--- config.mk ---
export PLATFORM = sky130hd
export DESIGN_NAME = pc_sequencer
export DESIGN_NICKNAME = d
export VERILOG_FILES = /design/src/rtl/pc_sequencer.sv
export SDC_FILE = /design/constraint.sdc
export NUM_CORES = 1
export LEC_CHECK = 0
export CAP_MARGIN = 20
export CORE_MARGIN = 5
export CORE_UTILIZATION = 44
export CTS_BUF_LIST = sky130_fd_sc_hd__clkbuf_8
export CTS_CLUSTER_SIZE = 14
export DETAILED_ROUTE_END_ITERATION = 6
export PLACE_DENSITY = 0.76
export SYNTH_ARGS = -nofsm -noshare
export SYNTH_HDL_FRONTEND = slang
export SYNTH_SLANG_ARGS = --single-unit
--- constraint.sdc ---
create_clock -name clk -period 7.05 [get_ports clk]
set_input_delay 2.115 -clock clk [delete_from_list [all_inputs] [get_ports clk]]
set_output_delay 2.115 -clock clk [all_outputs]
set_load 0.1 [all_outputs]
--- src/rtl/pc_sequencer.sv ---
// Fetch PC sequencer: sequential +4 fetch, decode-resolved redirects with
// one-entry redirect buffer while fetch is blocked, saturating taken counter.
module pc_sequencer #(
  parameter logic [31:0] RESET_PC = 32'h0000_3000,
  parameter int          CNT_W    = 16
) (
  input  logic             clk,
  input  logic             reset_n,
  input  logic             stall,
  output logic [31:0]      fetch_pc,
  output logic             fetch_valid,
  input  logic             fetch_ready,
  input  logic             redirect_valid,
  input  logic [1:0]       redirect_kind,
  input  logic [31:0]      redirect_src_pc,
  input  logic [15:0]      imm16,
  input  logic [25:0]      index26,
  input  logic [31:0]      rs_val,
  output logic             redirect_pending,
  output logic             exc_addr_err,
  output logic [CNT_W-1:0] taken_cnt
);

  typedef enum logic [1:0] {
    BOOT = 2'b00,
    RUN  = 2'b01,
    PEND = 2'b10
  } state_t;

  state_t             state_r, state_s;
  logic [31:0]        pc_r, pc_s;
  logic [31:0]        pend_target_r, pend_target_s;
  logic               valid_r, valid_s;
  logic               pending_r, pending_s;
  logic               exc_r, exc_s;
  logic [CNT_W-1:0]   cnt_r, cnt_s;
  logic               inc_s;

  logic [31:0]        seq4_s;
  logic [31:0]        raw_target_s;
  logic [31:0]        target_s;
  logic               redir_s;
  logic               misalign_s;
  logic               advance_s;

  assign seq4_s     = redirect_src_pc + 32'd4;
  assign redir_s    = redirect_valid & (redirect_kind != 2'b11);
  assign target_s   = {raw_target_s[31:2], 2'b00};
  assign misalign_s = (raw_target_s[1:0] != 2'b00);
  assign advance_s  = valid_r & fetch_ready & ~stall;

  // Raw redirect target per control-transfer kind
  always_comb begin
    raw_target_s = 32'd0;
    case (redirect_kind)
      2'b00:   raw_target_s = seq4_s + {{14{imm16[15]}}, imm16, 2'b00};
      2'b01:   raw_target_s = {seq4_s[31:28], index26, 2'b00};
      2'b10:   raw_target_s = rs_val;
      default: raw_target_s = 32'd0;
    endcase
  end

  // Next-state, next-PC and buffered-redirect decision
  always_comb begin
    state_s       = state_r;
    pc_s          = pc_r;
    pend_target_s = pend_target_r;
    valid_s       = 1'b0;
    pending_s     = 1'b0;
    exc_s         = 1'b0;
    inc_s         = 1'b0;
    case (state_r)
      BOOT: begin
        state_s = RUN;
        valid_s = 1'b1;
      end
      RUN: begin
        valid_s = 1'b1;
        if (redir_s) begin
          exc_s = misalign_s;
          if (advance_s) begin
            pc_s  = target_s;
            inc_s = 1'b1;
          end else begin
            pend_target_s = target_s;
            pending_s     = 1'b1;
            state_s       = PEND;
          end
        end else if (advance_s) begin
          pc_s = pc_r + 32'd4;
        end else begin
          pc_s = pc_r;
        end
      end
      PEND: begin
        valid_s = 1'b1;
        // Latest redirect wins over the buffered one, even in its own cycle
        if (redir_s) begin
          exc_s         = misalign_s;
          pend_target_s = target_s;
        end else begin
          pend_target_s = pend_target_r;
        end
        if (advance_s) begin
          pc_s      = redir_s ? target_s : pend_target_r;
          inc_s     = 1'b1;
          pending_s = 1'b0;
          state_s   = RUN;
        end else begin
          pending_s = 1'b1;
        end
      end
      default: begin
        state_s = BOOT;
        pc_s    = RESET_PC;
      end
    endcase
  end

  // Saturating taken-redirect counter
  always_comb begin
    if (inc_s && (cnt_r != {CNT_W{1'b1}})) begin
      cnt_s = cnt_r + {{(CNT_W-1){1'b0}}, 1'b1};
    end else begin
      cnt_s = cnt_r;
    end
  end

  // State and output registers
  always_ff @(posedge clk or negedge reset_n) begin
    if (!reset_n) begin
      state_r       <= BOOT;
      pc_r          <= RESET_PC;
      pend_target_r <= 32'd0;
      valid_r       <= 1'b0;
      pending_r     <= 1'b0;
      exc_r         <= 1'b0;
      cnt_r         <= {CNT_W{1'b0}};
    end else begin
      state_r       <= state_s;
      pc_r          <= pc_s;
      pend_target_r <= pend_target_s;
      valid_r       <= valid_s;
      pending_r     <= pending_s;
      exc_r         <= exc_s;
      cnt_r         <= cnt_s;
    end
  end

  assign fetch_pc         = pc_r;
  assign fetch_valid      = valid_r;
  assign redirect_pending = pending_r;
  assign exc_addr_err     = exc_r;
  assign taken_cnt        = cnt_r;

endmodule
; After elaboration in Yosys (flattened, before gate mapping)
; Index checks and enable logic that the tools add are counted.
[word_totals]
reg_bits = 85
memories = 0
out_inout_bits = 51
inputBits = 113
romBits = 0
elab_cells = 59
latch_bits = 0
ramBits = 0
[classes]
n_div = 0
n_reduce_logical = 10
n_mul = 0
n_addsub = 4
n_bitwise = 5
n_eq_ne = 10
muxes = 23
shift = 0
order_cmp = 0
[op_table]
columns = cell, n
row1 = $mux W32, 7
row2 = $pmux W32 S3, 2
row3 = $add A32 B3 Y32 const B, 2
row4 = $pmux W32 S2, 1
row5 = $add A32 B32 Y32, 1
row6 = $add A16 B1 Y16 const B, 1
row7 = $ne A16 B16 Y1 const B, 1
row8 = $ne A2 B2 Y1 const B, 5
row9 = $reduce_and A3 Y1, 3
row10 = $mux W1, 7
row11 = $mux W2, 3
row12 = $pmux W2 S3, 1
row13 = $eq A2 B1 Y1 const B, 2
row14 = $eq A2 B2 Y1 const B, 2
row15 = $logic_not A2 Y1, 2
row16 = $pmux W1 S2, 2
row17 = $reduce_bool A2 Y1, 2
row18 = $and A1 B1 Y1, 3
row19 = $reduce_or A3 Y1, 1
row20 = $not A1 Y1, 2
row21 = $reduce_or A2 Y1, 1
row22 = $logic_and A1 B1 Y1, 1

; Longest topological paths before layout
[depth]
depth_word = 6
ltp_mapped = 17
depth_no_buf = 16

; Least setup slack after synthesis
; Ideal clock, no wire load.
[synth_timing]
kind = input -> register
start = input port redirect_src_pc[7]
end = register pc_r[30] (netlist: fetch_pc[30])
setup_time_ps = 126
arrival_ps = 5122
stages = 15
setup_slack_ps = 1802
path_cell_list = and4_4 > nand3_1 > nor3_1 > nand3_1 > xnor2_1 > ha_1 > nand2_1 > nor2_1 > or2_2 > or4_4 > a311oi_4 > o21ai_0 > xor2_1 > a21oi_2 > o21ai_1
[synth_via]
elab_chain_cells = 6
elab_cells_between_ends = 8
classes_between = add/sub (2) / mux (6)
[synth_lines]
columns = element, line_no
row1 = start: declaration, 15  ; input logic [31:0] redirect_src_pc,
row2 = $add A32 B3 Y32 (*), 46  ; assign seq4_s = redirect_src_pc + 32'd4;
row3 = $add A32 B32 Y32, 56  ; 2'b00: raw_target_s = seq4_s + {{14{imm16[15]}}, imm16, 2'b00};
row4 = $pmux W32 S3 (*), 55  ; case (redirect_kind)
row5 = $mux W32 (on tied branches), -
row6 = $mux W32 (on tied branches), "104, 79"
row7 = $pmux W32 S3 (*), 72  ; case (state_r)
row8 = end signal: assignment, 141  ; pc_r <= pc_s;
row9 = end: declaration, 31  ; logic [31:0] pc_r, pc_s;
; Mark *: on every way between the ends. The rest lies on a longest branch, timed or not. The select of a mux whose other input is x is not followed.
; A chain may end at the register's enable or synchronous reset.

; Final worst setup path
[layout_timing]
start = input port redirect_src_pc[2]
end = register pc_r[24] (netlist: fetch_pc[24])
[layout_via]
elab_chain_cells = 6
elab_cells_between_ends = 8
classes_between = add/sub (2) / mux (6)
[layout_lines]
columns = element, line_no
row1 = $add A32 B3 Y32 (*), 46
row2 = $add A32 B32 Y32 (*), 56
row3 = $pmux W32 S3 (*), 55
row4 = $mux W32 (on tied branches), -
row5 = $mux W32 (on tied branches), "104, 79"
row6 = $pmux W32 S3 (*), 72
; Marks and branches as above.

==> flow_metrics.tcl <==
set metrics [dict create \
    yosysSeqAreaShare_pct 28.2 \
    dpl_worst_slack_ps 673 \
    crit_chain "clkdlybuf4s50_1, ha_1, nand3_1, nor4_1, nand2_1, xnor2_1, ha_1, and3_1, nand2_1, o41ai_1, a211o_1, a2111oi_2, a21oi_1, nor2_1, o221ai_1, a31oi_1" \
    initial_core_util_pct 45.2 \
    worstReg2RegStart "state_r[1]" \
    ios 164 \
    fillers 1578 \
    clkTransAtPathRegs_ps 90 \
    maxSlewHeadroom_pct 31.4 \
    drv_cap 0 \
    seqPwrFrac_pct 28.1 \
    syn_area_um2 7550 \
    drt_iter0_drc 677 \
    arrival_ps 6300 \
    powerDensity_nw_per_um2 292 \
    antenna_left 0 \
    wl_um 24100 \
    cts_tree "done" \
    min_from "pend_target_r[20]" \
    drc 0 \
    yosysWarnings 0 \
    core_area_um2 16700 \
    critical_path.max_fanout 11 \
    postPlaceCellArea_um2 9360 \
    fin_tns_setup_ps 0 \
    fmax_mhz 166 \
    worst-slew-pin-transition_ps 1030 \
    cts_hold_buf 0 \
    status "finished clean" \
    net-switching-power_mw 1.47 \
    cts-root-buf "clkbuf_8" \
    layout_setup_ws_ps 1040 \
    antenna_found_initial 0 \
    dr_total_vias 7896 \
    synth_ff_type "dfrtp_1" \
    netlist_instances 964 \
    clk_latency_ps 370 \
    switching_share_pct 52.5 \
    yosysMostFrequentCell "nand2_1" \
    p_leak_nw 3.92 \
    crit_start "redirect_src_pc[2]" \
    synth_top_area_share_pct 27.5 \
    grt_overflow 0 \
    min_period_over_period_pct 85.2 \
    end_kind "flip-flop" \
    layout_min_cycle_time_ps 6010 \
    hold_violations 0 \
    ff_latch_area_um2 2130 \
    worst_hold_slack_ps 483 \
    slowest_delay_ps 760 \
    path_class "in -> reg" \
    skew_ps 9.94 \
    syn_avg_cell_area_um2 7.83 \
    rsz0062_at_grt "false" \
    clockPowerShare_pct 13.5 \
    grt_pass1_vias 7315 \
    setup_viol 0 \
    min_path_type "reg -> reg" \
    synthTopCellsByArea "dfrtp_1 28%, xnor2_1 7.1%, o21ai_0 7.0%" \
    slowest_stage "nor4_1" \
    nNetsFinal 1254 \
    grt_pass1_wl_um 38000 \
    postCtsSetupRepairBufs 0 \
    synthArstFlopShare_pct 100 \
    ys_types 75 \
    synth_edf_count 0 \
    clock_sinks 85 \
    n_antenna_cell 0 \
    finish.utilization_pct 57.3 \
    cp.buffers_inverters 1 \
    ctsResizeCount 0 \
    track_usage_pct 23.5 \
    path_delay_family "simple AND/OR/NAND/NOR gates" \
    yosysTopAreaCell "dfrtp_1" \
    layout-drive-gt1-share_pct 5.07 \
    wl_per_cell_um 18.2 \
    pwr-share-comb_pct 58.5 \
    grt_max_degree 60 \
    ir_worst_vdd_mv 0.254 \
    fp.dieW_um 141 \
    htree_levels 3 \
    die_height_um 141 \
    port_buffers 163 \
    area_growth_pct 26.7 \
    clk_path_buf_depth 2 \
    dpl.hpwl_um 18500 \
    cts_buffers 9 \
    crit_required_ps 7340 \
    slew_violations 0 \
    first_pass_iters 5 \
    fin_area_um2 9560 \
    startpoint_type "input port" \
    yosys-top-cells-count "137 x nand2_1, 106 x o21ai_0, 83 x dfrtp_1, 78 x a21oi_1, 65 x nor2_1" \
    dieArea_um2 19900 \
    rows 47 \
    gp_congestion 0.940 \
    ys_ff_latch 85 \
    avgViaCountPerCell 5.96 \
    multiInputGateArea_um2 5160 \
    internal_power_mw 1.32 \
    syn_nets 1118 \
]
[cell families (layout without fill, tap and decap cells)]
logic type | after synthesis | in the layout | share of synthesized area (%)
and+or+nand+nor | 346 | 346 | 22.2
AOI/OAI and AO/OA | 321 | 321 | 27.2
xor gates and xnor gates | 93 | 93 | 10.9
DFF | 85 | 85 | 28.2
buffers and inverters | 71 | 212 | 3.58
adders and majority gates | 41 | 41 | 6.90
muxes | 7 | 7 | 0.995
[tightest hold or removal path, delay by kind of cell, from the launching register on]
family	cells	cell delay, ps
AO/OA/AOI/OAI	1	60
flip-flops	1	350
AND/OR/NAND/NOR	1	50
[placed cells by master (no fill, tap or decap), types with 31 or more instances in the layout]
master and instances:
nand3_1 42, ha_1 40, nor2_1 64, xnor2_1 61, xor2_1 31, dfrtp_1 83, a21oi_1 78, clkdlybuf4s50_1 162
o21ai_0 106, nand2_1 137
[final timing paths]
check                                    end  slack (ps)  cells after the start
max in group asynchronous   pend_target_r[0]        4310                      2
min reg2reg                pend_target_r[20]         480                      2
min in group asynchronous  pend_target_r[14]        1720                      1
min                        pend_target_r[20]         480                      2
max reg2reg                 pend_target_r[2]        3860                      7
max                             fetch_pc[24]        1040                     16
[power by group through the flow]
stage                     combinational (mW)  clock (mW)  sequential (mW)
after floorplan                        0.695           0             1.24
after global placement                  1.60           0            0.785
after detailed placement                1.62           0            0.789
after CTS                               1.63       0.379            0.781
after global routing                    1.74       0.396            0.805
final                                   1.63       0.376            0.784
[flip-flops by register name, summed over array words and instances (netlist names)]
name	count
exc_addr_err	1
fetch_valid	1
pend_target_r	32
taken_cnt	16
redirect_pending	1
fetch_pc	32
state_r	2
[cell type report]
type	instances	area share (%)
clock buffer	9	1.30
tap	220	2.88
inverter	22	0.864
timing repair buffer	174	17.9
sequential	85	22.3
multi-input combinational	808	53.9
clock inverter	7	0.877
[metrics by stage]
step           power [mW]  instances
6_report             2.79       1325
3_5_place_dp         2.41       1309
4_1_cts              2.79       1325
2_1_floorplan        1.94        964
5_1_grt              2.94       1325
3_3_place_gp         2.39       1309
[routing by layer]
layer | vias up | routed length [um] | track usage [%] | part of all wire [%]
met4 | 0 | 559 | 8.21 | 2.3
met3 | 46 | 2040 | 4.06 | 8.5
met2 | 366 | 10900 | 37.0 | 45
li1 | 3807 | - | - | -
met1 | 3677 | 10700 | 32.6 | 44
met5 | - | 0 | 0 | 0
(Power assumes the default switching activity.)
